--- config.mk ---
export PLATFORM = sky130hd
export DESIGN_NAME = writeback_queue
export DESIGN_NICKNAME = d
export VERILOG_FILES = /design/src/rtl/writeback_queue.sv
export SDC_FILE = /design/constraint.sdc
export NUM_CORES = 1
export LEC_CHECK = 0
export ABC_AREA = 1
export BUFFER_PORTS_ARGS = -buffer_cell sky130_fd_sc_hd__buf_4
export CORE_ASPECT_RATIO = 1.1
export CORE_MARGIN = 1.5
export CORE_UTILIZATION = 39
export DETAILED_ROUTE_END_ITERATION = 10
export PLACE_DENSITY_LB_ADDON = 0.3
export SLEW_MARGIN = 10
export SYNTH_ARGS = -nofsm -noshare
export SYNTH_HDL_FRONTEND = slang
export SYNTH_SLANG_ARGS = --single-unit
--- constraint.sdc ---
create_clock -name clk -period 8.6 [get_ports clk]
set_clock_uncertainty 0.2 [all_clocks]
set_input_delay 0.86 -clock clk [delete_from_list [all_inputs] [get_ports clk]]
set_output_delay 0.86 -clock clk [all_outputs]
set_load 0.01 [all_outputs]
--- src/rtl/writeback_queue.sv ---
// writeback_queue: small circular FIFO of pending register-file writebacks.
// Entries {rd, data} drain one per cycle into a registered write port
// (wb_en/wb_rd/wb_data). Requests with rd==0 complete the handshake but are
// not stored, since x0 is never written.
// Optional operand forwarding is compiled in when the macro WBQ_FWD_EN is
// defined; otherwise the fwd_* outputs are tied to zero.
module writeback_queue #(
  parameter int DEPTH = 4,
  parameter int XLEN  = 32
) (
  input  logic                    clk,
  input  logic                    resetn,
  input  logic                    in_valid,
  output logic                    in_ready,
  input  logic [4:0]              in_rd,
  input  logic [XLEN-1:0]         in_data,
  output logic                    wb_en,
  output logic [4:0]              wb_rd,
  output logic [XLEN-1:0]         wb_data,
  input  logic [4:0]              fwd_rs1,
  input  logic [4:0]              fwd_rs2,
  output logic                    fwd_rs1_hit,
  output logic                    fwd_rs2_hit,
  output logic [XLEN-1:0]         fwd_rs1_data,
  output logic [XLEN-1:0]         fwd_rs2_data,
  output logic [$clog2(DEPTH):0]  count,
  output logic                    empty,
  output logic                    full
);

  localparam int PW = $clog2(DEPTH);
  localparam int CW = PW + 1;

  // Entry storage is a plain register array: forwarding needs to look at
  // every slot combinationally, so a synchronous-read RAM would not work.
  logic [4:0]      mem_rd_q   [DEPTH];
  logic [XLEN-1:0] mem_data_q [DEPTH];

  logic [PW-1:0]   head_q, head_d;
  logic [PW-1:0]   tail_q, tail_d;
  logic [CW-1:0]   count_q, count_d;
  logic            wb_en_q, wb_en_d;
  logic [4:0]      wb_rd_q, wb_rd_d;
  logic [XLEN-1:0] wb_data_q, wb_data_d;

  logic push;
  logic pop;

  assign empty    = (count_q == '0);
  assign full     = (count_q == CW'(DEPTH));
  assign in_ready = !full;
  assign count    = count_q;

  // Writes to x0 are swallowed: handshake completes, nothing is stored.
  assign push = in_valid && in_ready && (in_rd != 5'd0);
  // Pop decision uses pre-edge occupancy, so a same-edge push is never popped.
  assign pop  = !empty;

  assign wb_en   = wb_en_q;
  assign wb_rd   = wb_rd_q;
  assign wb_data = wb_data_q;

  // Pointer and occupancy next-state.
  always_comb begin
    head_d  = head_q;
    tail_d  = tail_q;
    count_d = count_q;
    if (push) tail_d = tail_q + PW'(1);
    if (pop)  head_d = head_q + PW'(1);
    case ({push, pop})
      2'b10:   count_d = count_q + CW'(1);
      2'b01:   count_d = count_q - CW'(1);
      default: count_d = count_q;
    endcase
  end

  // Writeback register next-state: head entry when non-empty, else idle
  // with index/data held.
  always_comb begin
    wb_en_d   = 1'b0;
    wb_rd_d   = wb_rd_q;
    wb_data_d = wb_data_q;
    if (pop) begin
      wb_en_d   = 1'b1;
      wb_rd_d   = mem_rd_q[head_q];
      wb_data_d = mem_data_q[head_q];
    end
  end

  // Control state and writeback register, cleared by synchronous reset.
  always_ff @(posedge clk) begin
    if (!resetn) begin
      head_q    <= '0;
      tail_q    <= '0;
      count_q   <= '0;
      wb_en_q   <= 1'b0;
      wb_rd_q   <= '0;
      wb_data_q <= '0;
    end else begin
      head_q    <= head_d;
      tail_q    <= tail_d;
      count_q   <= count_d;
      wb_en_q   <= wb_en_d;
      wb_rd_q   <= wb_rd_d;
      wb_data_q <= wb_data_d;
    end
  end

  // Entry storage write; contents need no reset because occupancy gates them.
  always_ff @(posedge clk) begin
    if (resetn && push) begin
      mem_rd_q[tail_q]   <= in_rd;
      mem_data_q[tail_q] <= in_data;
    end
  end

`ifdef WBQ_FWD_EN
  // Returns {hit, data}. The wb register is the oldest candidate, then the
  // queued entries from head (oldest) to tail (youngest); later matches
  // overwrite earlier ones, so the youngest pending value wins.
  function automatic logic [XLEN:0] fwd_lookup(input logic [4:0] rs);
    logic            hit;
    logic [XLEN-1:0] data;
    logic [PW-1:0]   idx;
    hit  = 1'b0;
    data = '0;
    if (rs != 5'd0) begin
      if (wb_en_q && (wb_rd_q == rs)) begin
        hit  = 1'b1;
        data = wb_data_q;
      end
      for (int i = 0; i < DEPTH; i++) begin
        idx = head_q + PW'(i);
        if ((CW'(i) < count_q) && (mem_rd_q[idx] == rs)) begin
          hit  = 1'b1;
          data = mem_data_q[idx];
        end
      end
    end
    return {hit, data};
  endfunction

  logic [XLEN:0] fwd1_res;
  logic [XLEN:0] fwd2_res;

  // Combinational forwarding for both source operands.
  always_comb begin
    fwd1_res = fwd_lookup(fwd_rs1);
    fwd2_res = fwd_lookup(fwd_rs2);
  end

  assign fwd_rs1_hit  = fwd1_res[XLEN];
  assign fwd_rs1_data = fwd1_res[XLEN-1:0];
  assign fwd_rs2_hit  = fwd2_res[XLEN];
  assign fwd_rs2_data = fwd2_res[XLEN-1:0];
`else
  // Forwarding compiled out: source indices are intentionally ignored.
  logic unused_fwd;
  assign unused_fwd = ^{fwd_rs1, fwd_rs2};

  assign fwd_rs1_hit  = 1'b0;
  assign fwd_rs2_hit  = 1'b0;
  assign fwd_rs1_data = '0;
  assign fwd_rs2_data = '0;
`endif

endmodule

# Word-level counts from Yosys, hierarchy flattened
# Memory sizes are Yosys's and may differ from the RTL's. A register that Yosys moved wholly into a read port is not among the register bits.
# Cells that the tools add are included.
# classes
mux	4
n_addsub	4
n_reduce_logical	12
eq_ne	3
# op_table
cell	count
$logic_not A1 Y1	6
$pmux W3 S2	1
$reduce_bool A5 Y1	1
$add A2 B1 Y2 const B	2
$add A3 B1 Y3 const B	1
$eq A3 B3 Y1 const B	1
$logic_and A1 B1 Y1	3
$logic_not A3 Y1	1
$mux W1	3
$sub A3 B1 Y3 const B	1
$eq A2 B1 Y1 const B	1
$eq A2 B2 Y1 const B	1
$reduce_bool A2 Y1	1
# totals
mem_count	2
input_bits	50
mem_bits_rw	148
out_inout_bits	110
word_cells	29
regBits	8
# memory_table
name	depth	width	rd	rd_clocked_by_memory_dff	write_ports	line_no	rtl
mem_data_q	4	32	1	1	1	37	logic [XLEN-1:0] mem_data_q [DEPTH];
mem_rd_q	4	5	1	1	1	36	logic [4:0] mem_rd_q [DEPTH];

# Logic depth before layout (Yosys ltp)
# Gate-level depths: netlist (run 1).
# depth
ltp_word	7
mapped_depth	13

# Worst setup path before layout (run 1)
# No wires, ideal clock.
# synth_path
kind	input to register
from	in resetn
to	mem mem_data_q[0][0], enable pin
setup_ns	0.431
required_time_ns	7.969
stages	3
arrival_ns	2.797
slack_ns	5.171
path_cell_list	clkbuf_1 -> nand2_1 -> nor2_1
# synth_between
elab_chain_len	3
# synth_rtl
element	line_no	rtl
start, declared	12	input logic resetn,
$logic_and A1 B1 Y1	111	if (resetn && push) begin
$mux W1	111	
$mux W1 (implied by the code)	113	mem_data_q[tail_q] <= in_data;
end, declared	37	
# Every way passes these cells.

# Worst setup path after layout (run 1)
# layout_path
from	reg count_q[2] (netlist: count[2])
to	out empty
# layout_between
elab_chain_len	1
# layout_rtl
element	line_no	rtl
start, declared	41	logic [CW-1:0] count_q, count_d;
start signal, assigned	102	count_q <= count_d;
$logic_not A3 Y1	49	assign empty = (count_q == '0);
end, declared	27	output logic empty,
# Every way passes these cells.

==> results of run 1 <==
## metal layers
metal / track usage [%] / vias to the layer above / routed length, µm
li1: - / 2753 / -
met2: 26.3 / 161 / 8460
met1: 17.6 / 2527 / 7040
met5: 0 / - / 0
met3: 3.98 / 20 / 919
met4: 4.87 / 0 / 221
## how the worst max path moves through the flow
stage	startpoint	end	slack, ns	cells past startpoint
floorplan	resetn	mem_data_q[0][0]$_DFFE_PP_	5.17	3
global placement	resetn	mem_data_q[3][20]$_DFFE_PP_	5.41	4
detailed placement	resetn	mem_data_q[1][15]$_DFFE_PP_	5.40	4
CTS	count[1]$_SDFFE_PN0P_	empty	5.48	5
global route	count[2]$_SDFFE_PN0P_	empty	5.36	5
finish	count[2]$_SDFFE_PN0P_	empty	5.53	5
## synthesized netlist by cell type
cell      count
a21oi_1       6
buf_1         1
buf_2        18
buf_4        68
buf_6         9
clkbuf_1      8
conb_1        1
dfxtp_1      45
edfxtp_1    148
fa_1          1
ha_1          5
inv_1       205
inv_2         1
nand2_1     159
nand2_2       1
nand3_1     151
nor2_1       15
nor2_2        1
nor2_4        1
o21ai_0       2
o21ai_1       1
or2_0         3
or2_1        34
or2_2         1
## cell type report
class / instances / area (µm²)
timing repair buffer: 91 / 683
fill: 2001 / 11800
sequential: 193 / 5350
multi-input combinational: 447 / 2080
clock buffer: 20 / 437
inverter: 206 / 773
tap: 290 / 363
clock inverter: 12 / 109
## sequential cells by signal (all words and copies together), names as in the netlist
| signal | count |
|---|---|
| mem_data_q | 128 |
| wb_rd | 5 |
| wb_data | 32 |
| wb_en | 1 |
| head_q | 2 |
| count | 3 |
| mem_rd_q | 20 |
| tail_q | 2 |
## stage by stage
stage               instances  cell area (µm²)
finish                   1259             9790
global route             1259             9790
CTS                      1259             9790
detailed placement       1227             9240
global placement         1227             9240
floorplan                 950             8900
## where the power goes
part	internal (mW)	switching, mW
Combinational	0.392	0.629
Sequential	1.14	0.0612
Clock	0.400	0.337
Total	1.94	1.03
## kinds of logic after synthesis
group	after synthesis	synth area share, %
buffers and inverters	310	17.4
adders and majority gates	6	0.954
DFF	193	61.8
and+or+nand+nor	366	19.3
AOI/OAI and AO/OA	9	0.520
other	1	0.0433
## worst reg2reg max path, stage by stage, from the launching register on
cell     delay (ns)
dfxtp_1        0.37
inv_1          0.09
nand2_2        0.07
buf_4          0.63
ha_1           0.28
inv_1          0.07
fa_1           0.38
or2_2          0.30
nand2_1        0.09
nand2_1        0.05
nand2_1        0.05
nor2_1         0.05
==> results by group, run 1 <==
Global routing
  – Number of antenna violations at the first check in global routing: 0
  – Largest net degree at the start of global routing: 79
  – Global Route Usage Sum: 14.9%
  – Total gr overflow: 0
  – First-pass GRT wire length: 26,700 µm
  – Vias in the first global route: 5,185

Route
  – Via count: 5,461
  – Residual DRC: 0
  – Routed wire per std cell: 13.2 µm
  – First-pass DRT Iterations: 4
  – ANT nets after route: 0
  – Routed Wire Length: roughly 17,000 µm
  – Detailed-route vias per instance: 4.34
  – Initial DRC count: 301

Power
  – Max IR drop VDD: 351 µV
  – Cell Pwr Density: 303 nW/µm²
  – P_leak: 4.63 nW
  – Pwr Total: 2.96 mW

Clock network
  – TritonCTS buffer count: 17
  – H-tree levels: 4
  – Cts hold-fix bufs: 0
  – Clock Sinks: 193
  – Worst-Skew Late Latency: 0.43 ns
  – TritonCTS clock tree: built
  – CTS clock-pin slew for the worst setup and hold paths: approximately 0.070 ns
  – Clock Tree Root: clkbuf_16
  – Postcts setup bufs: 0
  – PostCTS Resize Cnt: 0
  – Clk buf depth: 2

Critical path
  – Crit path arrival time: 2.01 ns
  – Crit-path leading delay family: buffers and inverters
  – CP max-delay cell: buf_4
  – Cells along the critical path: inv_1 > nand2_2 > buf_4 > inv_1 > buf_4
  – CP Launch Type: register
  – Crit-path max FO: 78
  – R2R Setup Slk: 5.87 ns
  – CP max stage delay: 0.63 ns
  – Crit Reg-Reg Startpoint: count[2]$_SDFFE_PN0P_
  – Buf+Inv Stages, Crit Path: 4
  – Critical Path Sink Type: output port
  – Worst Reg-to-Reg Cells: 11
  – CP Class: reg2out
  – FF-to-FF End: count[2]$_SDFFE_PN0P_
  – Critical Path RT: 7.54 ns

Logic synthesis
  – Post-synthesis sequential area ratio: 61.8%
  – Distinct cells, synth: 24
  – Post-synth top area cell: edfxtp_1
  – Synth Instances: roughly 900
  – Synth area leaders: edfxtp_1, dfxtp_1, inv_1
  – Avg Inst Size Synth: a little under 10 µm²
  – Synth Register Bits: between 150 and 200
  – Synthesis Warnings: 0
  – Mapped cell area: about 8700 µm²
  – Post-synth top area share: 51.3%

Hold path
  – Hold crit path type: reg2reg
  – Hold depth: 2
  – Hold Path Sink: tail_q[1]$_SDFFE_PN0P_
  – Worst hold start: tail_q[1]$_SDFFE_PN0P_

Floorplan
  – Initial cell density of the core: 40.1%
  – I/O pins: 160
  – Die Y: 159 µm
  – Chip width: 145 µm
  – Std-Cell Rows: 56
  – Core Footprint: 21,600 µm²
  – Die area: 23,100 µm²

Placement
  – IO Port Bufs: 83
  – Pre-CTS setup slack: 5.40 ns
  – Detailed Place HPWL: 9370 µm
  – RePlAce Congestion: 0.688

Finish
  – Most frequent standard cell in the layout excluding fill and tap cells: inv_1
  – Layout cells sized above 1: 13.5%
  – Commonest non-fill, non-tap cells in the layout: inv_1, nand2_1, nand3_1
  – Final Core Density: 45.4%
  – P&R area growth vs syn: 13.1%
  – Total inserted antenna cells: 0
  – Nets: 1,012

STA
  – Final period util: 35.7%
  – Tmin final: between 3 and 4 ns
  – Setup violators final: 0
  – Final Hold Fails: 0
  – WHS: 0.341 ns
  – Worst Tran Pin Value: 0.877 ns
  – Achievable frequency: around 330 MHz
  – Max_slew headroom: between 40% and 50%
  – Unrepaired setup endpoints after global routing: no
  – Fin worst setup slack: 5.53 ns
  – Final TNS setup: 0 ns
  – Final Max Tran Viols: 0

Status
  – Outcome: complete, no violations

Run
  – Max Cap Violations: 0
No activity file was read; power rests on OpenSTA's default activity.
==> run 2: changes to the inputs <==
clock period = 3.17 ns   (was 8.6 ns; I/O delays follow)
==> results by group, run 2 (synthesized netlist as in run 1, its figures left out) <==
STA
  – Max_slew headroom: a little over two fifths
  – Final Max Tran Viols: 0
  – Achievable frequency: 389 MHz
  – Final Hold Fails: 0
  – Final period util: 81.1%
  – Unrepaired setup endpoints after global routing: no
  – Worst Tran Pin Value: 0.868 ns
  – Tmin final: approximately 2.6 ns
  – WHS: roughly 0.11 ns
  – Final TNS setup: 0 ns
  – Fin worst setup slack: 0.598 ns
  – Setup violators final: 0

Critical path
  – CP Class: in2reg
  – Most common cell on crit path: nand2_1
  – CP Launch Type: input port
  – CP max stage delay: 0.55 ns
  – Cells along the critical path: dlygate4sd3_1 > buf_4 > nor2_1 > nand2_1 > nor2_1 > nor2_2 > inv_1 > ha_1 > inv_1 > fa_1 > or2_2 > nand2_1 > nand2_1 > nand2_1 > nor2_1
  – Critical Path Sink Type: register
  – Crit path arrival time: about 2.7 ns
  – Crit-path max FO: 5
  – Critical Path RT: 3.30 ns
  – CP max-delay cell: dlygate4sd3_1

Finish
  – P&R area growth vs syn: 18.4%
  – Nets: 1,054
  – Commonest non-fill, non-tap cells in the layout: inv_1, nand2_1, nand3_1
  – Most frequent standard cell in the layout excluding fill and tap cells: inv_1
  – Final Core Density: 47.5%
  – Total inserted antenna cells: 0
  – Layout Cells excl Fill: between 1k and 1.5k
  – Largest register FFs: 128
  – Biggest register: mem_data_q
  – Layout cells sized above 1: 13.6%

Route
  – First-pass DRT Iterations: 4
  – ANT nets after route: 0
  – Initial DRC count: 264
  – Via count: roughly 5.6k
  – Routed wire per std cell: 12.7 µm
  – Routed Wire Length: around 16,000 µm
  – Residual DRC: 0
  – Detailed-route vias per instance: roughly 4.3

Clock network
  – Worst-Skew Late Latency: around 0.43 ns
  – PostCTS Resize Cnt: 0
  – CTS clock-pin slew for the worst setup and hold paths: 0.07 ns
  – TritonCTS clock tree: built
  – TritonCTS buffer count: 17
  – Clk buf depth: 2
  – Clock Sinks: between 150 and 200
  – Clock Tree Root: clkbuf_16
  – H-tree levels: 4

Power
  – Max IR drop VDD: 446 µV
  – Clock power share: 25.2%
  – Cell Pwr Density: between 700 and 800 nW/µm²
  – Switch Pwr: 2.81 mW
  – Sequential power share: 40.1%
  – P_leak: 4.84 nW
  – Combinational Power Share: 34.8%
  – Switch share: 34.5%
  – Internal: roughly 5.4 mW

Floorplan
  – Die Y: 159 µm
  – Chip width: 145 µm
  – Initial cell density of the core: 40.1%
  – Core Footprint: 21,600 µm²
  – Die area: 23,100 µm²
  – Std-Cell Rows: 56
  – I/O pins: 160

Hold path
  – Hold crit path type: in2reg

Global routing
  – Global Route Usage Sum: 14.9%
  – Vias in the first global route: between 5k and 6k
  – Total gr overflow: 0
  – Largest net degree at the start of global routing: 77
  – First-pass GRT wire length: 26,700 µm
  – Number of antenna violations at the first check in global routing: 0

Placement
  – Pre-CTS setup slack: 0.753 ns
  – Dpl cells: between 1k and 1.5k
  – Detailed Place HPWL: 9680 µm
  – IO Port Bufs: 83
  – RePlAce Congestion: 0.704

Run
  – Max Cap Violations: 0

Status
  – Outcome: complete, no violations
run 2: cell count changes in the layout (fill, tap and decap cells not counted), sizes merged:
cell         delta
clkinvlp        -2
buf             +5
inv             +3
dlygate4sd3    +37
clkinv          -1
run 2: stage by stage:
step | total power [mW] | area (µm²)
3_3_place_gp | 6.13 | 9310
5_1_grt | 8.71 | 10200
2_1_floorplan | 5.33 | 8900
3_5_place_dp | 6.17 | 9310
4_1_cts | 8.26 | 10200
6_report | 8.16 | 10200
run 2: routing by layer:
layer	global-route usage, %	routed length [µm]
met5	0	0
met1	17.9	7270
met2	26.4	8280
met3	2.84	628
met4	5.62	283
run 2: worst paths after layout:
path	cells past startpoint	to	startpoint	slack, ns
max reg2reg	7	mem_data_q[1][30]$_DFFE_PP_	count[1]$_SDFFE_PN0P_	0.79
min reg2reg	2	tail_q[1]$_SDFFE_PN0P_	tail_q[1]$_SDFFE_PN0P_	0.32
min	6	tail_q[0]$_SDFFE_PN0P_	in_valid	0.11
max	15	count[2]$_SDFFE_PN0P_	in_rd[3]	0.60
run 2: cell type report:
class	instances	area (µm²)
fill	1997	11300
sequential	193	5350
multi-input combinational	447	2080
timing repair buffer	133	1120
inverter	206	773
clock buffer	20	447
tap	290	363
clock inverter	12	123
run 2: power by group through the flow:
stage               combinational, mW  clock (mW)  sequential [mW]
CTS                              2.89        2.09             3.27
finish                           2.84        2.05             3.27
detailed placement               2.84           0             3.33
global placement                 2.81           0             3.32
global route                     3.21        2.19             3.31
floorplan                        1.90           0             3.42
run 2: worst max-delay path: cells and delay by family:
kind	cells	cell delay [ns]
and+or+nand+nor	9	1.05
adders and majority gates	2	0.51
buffers and inverters	4	0.83
run 2: repair_timing:
action                                 4_1_cts  5_1_grt
buffers inserted                             0        0
endpoints found under the hold margin      148        0
hold buffers                                37        0
